[src/rtl/seg7_pkg.sv]
// Shared types and segment codes for the 7-seg scan controller.
// Segment order {g,f,e,d,c,b,a}, active-low.
package seg7_pkg;

  typedef enum logic [1:0] {
    CV_IDLE  = 2'd0,
    CV_SHIFT = 2'd1,
    CV_DONE  = 2'd2
  } cv_state_t;

  localparam logic [6:0] SEG_0   = 7'h40;
  localparam logic [6:0] SEG_1   = 7'h79;
  localparam logic [6:0] SEG_2   = 7'h24;
  localparam logic [6:0] SEG_3   = 7'h30;
  localparam logic [6:0] SEG_4   = 7'h19;
  localparam logic [6:0] SEG_5   = 7'h12;
  localparam logic [6:0] SEG_6   = 7'h02;
  localparam logic [6:0] SEG_7   = 7'h78;
  localparam logic [6:0] SEG_8   = 7'h00;
  localparam logic [6:0] SEG_9   = 7'h10;
  localparam logic [6:0] SEG_OFF = 7'h7F;

  function automatic logic [6:0] seg_decode(input logic [3:0] n);
    logic [6:0] s;
    case (n)
      4'd0:    s = SEG_0;
      4'd1:    s = SEG_1;
      4'd2:    s = SEG_2;
      4'd3:    s = SEG_3;
      4'd4:    s = SEG_4;
      4'd5:    s = SEG_5;
      4'd6:    s = SEG_6;
      4'd7:    s = SEG_7;
      4'd8:    s = SEG_8;
      4'd9:    s = SEG_9;
      default: s = SEG_OFF;
    endcase
    return s;
  endfunction

endpackage

[src/rtl/bin2bcd_seq.sv]
// Serial double-dabble converter: one shift per cycle, DW cycles,
// then a one-cycle Done pulse with the BCD result on Bcd.
module bin2bcd_seq
  import seg7_pkg::*;
#(
  parameter int DW   = 5,
  parameter int NDIG = 2
) (
  input  logic              Clo,
  input  logic              Rst,
  input  logic [DW-1:0]     D,
  input  logic              D_vld,
  output logic              D_rdy,
  output logic              Done,
  output logic [4*NDIG-1:0] Bcd
);

  localparam int BW = 4 * NDIG;
  localparam int CW = $clog2(DW + 1);

  cv_state_t     r_state;
  logic [DW-1:0] r_bin;
  logic [BW-1:0] r_bcd;
  logic [CW-1:0] r_cnt;
  logic [BW-1:0] w_adj;

  always_comb begin
    w_adj = r_bcd;
    for (int i = 0; i < NDIG; i++) begin
      if (r_bcd[4*i +: 4] >= 4'd5)
        w_adj[4*i +: 4] = r_bcd[4*i +: 4] + 4'd3;
    end
  end

  always_ff @(posedge Clo) begin
    if (Rst) begin
      r_state <= CV_IDLE;
      r_bin   <= '0;
      r_bcd   <= '0;
      r_cnt   <= '0;
    end else begin
      case (r_state)
        CV_IDLE: begin
          if (D_vld) begin
            r_bin   <= D;
            r_bcd   <= '0;
            r_cnt   <= '0;
            r_state <= CV_SHIFT;
          end
        end
        CV_SHIFT: begin
          r_bcd <= {w_adj[BW-2:0], r_bin[DW-1]};
          r_bin <= {r_bin[DW-2:0], 1'b0};
          r_cnt <= r_cnt + 1'b1;
          if (r_cnt == CW'(DW - 1))
            r_state <= CV_DONE;
        end
        CV_DONE: r_state <= CV_IDLE;
        default: r_state <= CV_IDLE;
      endcase
    end
  end

  assign D_rdy = (r_state == CV_IDLE);
  assign Done  = (r_state == CV_DONE);
  assign Bcd   = r_bcd;

endmodule

[src/rtl/seg7_scan_ctrl.sv]
// Multiplexed 7-seg scan controller with serial BCD conversion.
// Define LZ_BLANK_EN to suppress leading zeros on digits above units.
module seg7_scan_ctrl
  import seg7_pkg::*;
#(
  parameter int DW        = 5,
  parameter int NDIG      = 2,
  parameter int SCAN_DIV  = 50000,
  parameter int BLANK_CYC = 4
) (
  input  logic            Clo,
  input  logic            Rst,
  input  logic [DW-1:0]   D,
  input  logic            D_vld,
  output logic            D_rdy,
  output logic            Busy,
  output logic [NDIG-1:0] An,
  output logic [6:0]      Seg
);

  localparam int BW = 4 * NDIG;
  localparam int PW = (SCAN_DIV > 1) ? $clog2(SCAN_DIV) : 1;
  localparam int IW = (NDIG > 1) ? $clog2(NDIG) : 1;

  logic            w_rdy;
  logic            w_done;
  logic [BW-1:0]   w_bcd;
  logic [BW-1:0]   r_shadow;
  logic [BW-1:0]   r_act;
  logic [PW-1:0]   r_pre;
  logic [IW-1:0]   r_idx;
  logic [NDIG-1:0] r_an;
  logic [6:0]      r_seg;
  logic [BW-1:0]   w_cur;
  logic [3:0]      w_nib;
  logic            w_lz;
  logic            w_blank;

  bin2bcd_seq #(.DW(DW), .NDIG(NDIG)) u_conv (
    .Clo   (Clo),
    .Rst   (Rst),
    .D     (D),
    .D_vld (D_vld),
    .D_rdy (w_rdy),
    .Done  (w_done),
    .Bcd   (w_bcd)
  );

  // At a slot boundary the active value is being reloaded this edge
  assign w_cur = (r_pre == '0) ? r_shadow : r_act;
  assign w_nib = w_cur[4*r_idx +: 4];

`ifdef LZ_BLANK_EN
  assign w_lz = (r_idx != '0) && ((w_cur >> (4 * r_idx)) == '0);
`else
  assign w_lz = 1'b0;
`endif

  assign w_blank = (r_pre < PW'(BLANK_CYC)) || w_lz;

  always_ff @(posedge Clo) begin
    if (Rst) begin
      r_pre    <= '0;
      r_idx    <= '0;
      r_shadow <= '0;
      r_act    <= '0;
      r_an     <= '1;
      r_seg    <= SEG_OFF;
    end else begin
      if (r_pre == PW'(SCAN_DIV - 1)) begin
        r_pre <= '0;
        r_idx <= (r_idx == IW'(NDIG - 1)) ? '0 : r_idx + 1'b1;
      end else begin
        r_pre <= r_pre + 1'b1;
      end
      if (r_pre == '0)
        r_act <= r_shadow;
      if (w_done)
        r_shadow <= w_bcd;
      r_an  <= w_blank ? '1 : ~(NDIG'(1) << r_idx);
      r_seg <= w_blank ? SEG_OFF : seg_decode(w_nib);
    end
  end

  assign D_rdy = w_rdy;
  assign Busy  = ~w_rdy;
  assign An    = r_an;
  assign Seg   = r_seg;

endmodule

[config.mk]
export PLATFORM = sky130hd
export DESIGN_NAME = seg7_scan_ctrl
export DESIGN_NICKNAME = d
export VERILOG_FILES = /design/src/rtl/seg7_pkg.sv /design/src/rtl/bin2bcd_seq.sv /design/src/rtl/seg7_scan_ctrl.sv
export SDC_FILE = /design/constraint.sdc
export NUM_CORES = 1
export LEC_CHECK = 0
export ABC_AREA = 1
export CAP_MARGIN = 10
export CORE_ASPECT_RATIO = 0.6
export CORE_MARGIN = 4
export CORE_UTILIZATION = 56
export CTS_BUF_LIST = sky130_fd_sc_hd__clkbuf_8
export DETAILED_ROUTE_END_ITERATION = 7
export PLACE_DENSITY = 0.86
export SLEW_MARGIN = 0
export SYNTH_ARGS = -nofsm -noshare
export SYNTH_HDL_FRONTEND = slang
export SYNTH_HIERARCHICAL = 1
export SYNTH_SLANG_ARGS = --single-unit
[constraint.sdc]
create_clock -name Clo -period 2.75 [get_ports Clo]
set_input_delay 0.55 -clock Clo [delete_from_list [all_inputs] [get_ports Clo]]
set_output_delay 0.55 -clock Clo [all_outputs]
set_load 0.02 [all_outputs]
* Yosys cells after proc, flatten, opt, wreduce, memory -nomap -nowiden
Memories as Yosys holds them, arrays and structs flattened. A register that Yosys moved wholly into a read port is not among the register bits.
Cells that the tools add are included.
W data, S select, Z words.
** Operators by class
- Bitwise gates (word level) :: 2
- Reduce and logical (&&, ||, !) cells :: 7
- $add $sub $neg :: 5
- Magnitude comparators :: 3
- Shift operators :: 2
- Eq/ne operators :: 6
- Multiplexer cells :: 13
** Operators by type and width (number)
- $add A16 B1 Y16 const B :: 1
- $eq A16 B16 Y1 const B :: 1
- $logic_not A16 Y1 :: 1
- $lt A16 B3 Y1 const B :: 1
- $mux W8 :: 2
- $pmux W8 S2 :: 1
- $pmux W5 S2 :: 1
- $ge A4 B3 Y1 const B :: 2
- $shiftx A8 B4 Y4 :: 1
- $mux W3 :: 2
- $pmux W3 S2 :: 1
- $mux W5 :: 1
- $add A4 B2 Y4 const B :: 1
- $mux W2 :: 2
- $mux W4 :: 1
- $pmux W2 S2 :: 1
- $reduce_and A2 Y1 :: 2
- $reduce_or A2 Y1 :: 2
- $add A3 B1 Y3 const B :: 1
- $add A3 B2 Y3 const B :: 1
- $eq A3 B3 Y1 const B :: 1
- $eq A2 B1 Y1 const B :: 1
- $eq A2 B2 Y1 const B :: 1
- $logic_not A2 Y1 :: 1
- other kinds (8) :: 8
** Storage, ports and cells
- Memory bits (read-only) :: 112
- Word-level logic and storage cells :: 48
- Register bits after elaboration :: 53
- Memories :: 1
** Memory list
- (no name shown) :: words 16, bits a word 7, rd ports 1, clocked after memory_dff 1, wr ports 0, RTL line seg7_pkg.sv:25 : case (n)

* Logic depth before layout (Yosys ltp)
- Word-level depth :: 3
- Mapped depth :: 14
- Mapped depth without buffers :: 14

* Hierarchy
Netlist, hierarchy kept.
** Modules (own cells, without submodules)
- seg7_scan_ctrl :: instances 1, area each 1988.2 µm², sequential area each 840.8 µm², cells an instance 256
- bin2bcd_seq :: instances 1, area each 892.1 µm², sequential area each 360.3 µm², cells an instance 121

* Least setup slack after synthesis
Ideal clock, no wire load.
- Path kind :: reg2reg
- From :: register r_pre[0]
- To :: register r_seg[3] (netlist: Seg[3])
- Arrival :: 1695 ps
- Buffers on the path :: 0
- Stages on the path, launching flop included :: 14
- Slack :: 919 ps
- Library setup time :: 136 ps
- Data required time :: 2614 ps
- Period minus slack after synthesis :: 1831 ps
- Cell sequence :: dfxtp_1 inv_1 ha_1 nand2_1 nor2_8 nand2_4 nand2_1 nand2_1 nand2_1 nand2_2 ha_1 nand3_1 nand3_1 nand3_1
** Between the ends
- Cells in the longest elaborated chain, start to end :: 3
- Elaborated cells between the ends (all ways) :: 5
- Those cells by class :: order compare (1); shift (1); mux (1); reduce/logical (2)
** RTL lines
- start, declared :: RTL line seg7_scan_ctrl.sv:30 : logic [PW-1:0] r_pre;
- start signal, assigned :: RTL line seg7_scan_ctrl.sv:74 : r_pre <= r_pre + 1'b1;
- $logic_not A16 Y1 :: RTL line seg7_scan_ctrl.sv:50 : assign w_cur = (r_pre == '0) ? r_shadow : r_act;
- $mux W8
- $shiftx A8 B4 Y4 :: RTL line seg7_scan_ctrl.sv:51 : assign w_nib = w_cur[4*r_idx +: 4];
- end, declared :: RTL line seg7_scan_ctrl.sv:33 : logic [6:0] r_seg;
Several ways; a longest one is shown, not always the timed one.
A chain may end at the register's enable or synchronous reset.

* Final worst setup path
- From :: register r_pre[6]
- To :: register r_seg[6] (netlist: Seg[6])
Same word-level chain as after synthesis.

==> summary.txt <==
Clock network
  • CTS tree: built
  • Root buffer cell: clkbuf_8
  • CTS Buf Count: 9
  • Clock buffer depth: 2
  • Post-CTS sizing: 0
  • CTS clk-pin slew, worst paths: 0.07 ns
  • Number of post-CTS setup repair buffers: 0
  • Hold buffer count at cts: 0
  • Skew-Pair Late Insertion Delay: 0.35 ns
  • Total number of H-tree levels: 3
  • Num Clock Sinks: 60

Placed design
  • Setup slack at placement: 0.626 ns
  • GP Congestion: 0.868
  • Port-buffer cells: 18
  • DP HPWL: 4490 um

Timing
  • Slew HR: 64.1%
  • Setup TNS: 0 ns
  • Period utilization: 78.6%
  • Max-slew violations: 0
  • RSZ-0062 raised after global routing: no
  • Worst Max-Slew Pin Slew: 0.537 ns
  • Worst setup slack after layout: 0.589 ns
  • Max Clk Rate: 463 MHz
  • Layout Skew: 0.00760 ns
  • # setup viols final: 0
  • Final min period: 2.16 ns
  • Final Hold Fails: 0

Layout
  • Final Core Density: 69.4%
  • Proportion of layout cells with a drive suffix above 1: 10.6%
  • Final Net Count: 422
  • Most common cell after layout, fill and taps aside: nand2_1
  • Area growth, synth to finish: 14.6%
  • Multi-input logic area: 0.00149 mm^2
  • Fill cell count: 393
  • Register area: 0.00120 mm^2
  • # diodes: 0
  • Most frequent cells in the layout: nand2_1, dfxtp_1, nor2_1

Logic synthesis
  • Sequential area share after synthesis: 41.7%
  • Post-Syn Area: 0.00288 mm^2
  • Primary FF master, synth: dfxtp_1
  • Cell variety after synth: 37
  • Syn nets: 398
  • Synth warn: 6
  • Asr flop ratio synth: 0%
  • Mean Syn Cell Area: 7.64 um^2
  • FF+latch count, synth: 60
  • Syn Inst Count: 377
  • Post-synth EDFFs: 0

Die
  • I/O Pins: 19
  • Die W: 101 um
  • FP Rows: 19
  • Die Height: 63.6 um
  • CORE AREA: 0.00475 mm^2
  • Initial Util: 60.6%
  • Die area: 0.00639 mm^2

Power
  • LEAKAGE: 1.39 nW
  • Power per cell area: 559 mW/mm^2
  • Worst VDD drop: 0.378 mV

Worst hold path
  • Hold path cells: 2
  • Hold path endpoint: r_shadow[1]$_SDFFE_PP0P_
  • Hold Path Origin: r_shadow[1]$_SDFFE_PP0P_
  • Hold Path Class: reg2reg

Drt
  • ANT nets after route: 0
  • WL final: 6590 um
  • Initial DRC count: 175
  • Vias: 2543
  • DRC errors left: 0
  • Detailed-router iteration count before antenna repair: 5
  • WL/cell: 14.0 um
  • DR vias/cell: 5.42

Worst setup path
  • Worst Path Required: 2.96 ns
  • Worst Reg-to-Reg Cells: 13
  • Crit start category: flop
  • Worst Path Arrival: 2.37 ns
  • RR Endpoint: Seg[6]$_SDFF_PP1_
  • Critical path class: reg2reg
  • RR Startpoint: r_pre[6]$_SDFF_PP0_
  • Max FO, Critical Path: 10
  • R2R Setup Slk: 0.59 ns
  • CP Capture Type: flop

Global route
  • Total gr overflow: 0
  • Tot GR Track Use: 22.3%
  • Initial antenna violation count: 0
  • Largest net degree at the start of global routing: 22
  • First-pass GRT wire length: 11200 um
  • Vias in the first global route: 2345

Run status
  • Status: finished, final reports clean

Run
  • Number of max-cap violations: 0
[layer usage]
| layer | track usage, % | vias to the layer above | wire length (um) | share of wire (%) |
|---|---|---|---|---|
| met1 | 31.4 | 1167 | 3270 | 50 |
| met5 | 0 | - | 0 | 0 |
| met3 | 6.95 | 12 | 384 | 5.8 |
| met4 | 8.40 | 0 | 110 | 1.7 |
| li1 | - | 1294 | - | - |
| met2 | 31.6 | 70 | 2830 | 43 |
[how the worst max path moves through the flow]
| stage | start | end | slack, ns |
|---|---|---|---|
| floorplan | r_pre[0]$_SDFF_PP0_ | Seg[3]$_SDFF_PP1_ | 0.92 |
| global placement | Rst | r_pre[8]$_SDFF_PP0_ | 0.73 |
| detailed placement | Rst | r_pre[8]$_SDFF_PP0_ | 0.63 |
| CTS | r_pre[0]$_SDFF_PP0_ | Seg[5]$_SDFF_PP1_ | 0.63 |
| global route | r_pre[13]$_SDFF_PP0_ | Seg[6]$_SDFF_PP1_ | 0.42 |
| finish | r_pre[6]$_SDFF_PP0_ | Seg[6]$_SDFF_PP1_ | 0.59 |
[per-stage QoR]
step,hold slack [ns],area (um^2),power [mW],cells
after CTS,0.465,3300,1.85,469
after floorplan,0.434,2880,1.07,377
after global routing,0.488,3300,1.93,469
final,0.462,3300,1.84,469
after global placement,0.446,3120,1.13,453
after detailed placement,0.455,3120,1.14,453
[sequential cells by signal (all words and copies together) (netlist names)]
name / count
An: 2
r_shadow: 8
u_conv/Bcd: 8
u_conv/r_bin: 5
u_conv/r_cnt: 3
r_pre: 16
u_conv/r_state: 2
Seg: 7
r_idx: 1
r_act: 8
[power by group]
part | switching, mW | internal (mW) | leakage, nW
clock network | 0.330 | 0.389 | 0.106
registers | 0.0149 | 0.894 | 0.487
logic | 0.140 | 0.0762 | 0.792
total | 0.486 | 1.36 | 1.39
[kinds of logic after synthesis]
family                   share of synthesized area [%]
flip-flops                                        41.7
adder cells (fa/ha/maj)                           5.65
AO/OA/AOI/OAI                                     11.8
XOR/XNOR                                          1.22
buffers and inverters                             6.73
AND/OR/NAND/NOR                                   32.9
[worst max-delay path: stages (launching register included)]
cell and delay (ns):
dfxtp_1 0.34, nor2_1 0.24, nand2_2 0.14, nor2_8 0.19, nand2_4 0.13, nand2_1 0.10, nand3_1 0.06, nand2_1 0.20
inv_1 0.10, ha_1 0.18, inv_1 0.05, nand3_1 0.10, nand3_1 0.12, nand3_1 0.07
[final cells by class]
cell class,instances,area share (%)
repair buffers,19,5.69
flip-flops and latches,60,36.4
well taps,63,2.39
clock buffers,12,5.01
clock inverters,4,0.493
inverters,44,5.01
multi-input cells,267,45.0
[synth_stat cells (4+ instances only)]
| cell | number | share of area [%] |
|---|---|---|
| nor2_1 | 45 | 5.9 |
| nand2_2 | 7 | 1.5 |
| nand2_1 | 61 | 7.9 |
| dfxtp_1 | 60 | 42 |
| nor2_2 | 6 | 1.3 |
| nand4_1 | 9 | 2.0 |
| a21oi_1 | 26 | 4.5 |
| ha_1 | 13 | 5.6 |
| o22ai_1 | 4 | 0.87 |
| inv_1 | 40 | 5.2 |
| nand3_1 | 44 | 7.6 |
| o21ai_0 | 18 | 3.1 |
No activity file was read; power rests on OpenSTA's default activity.
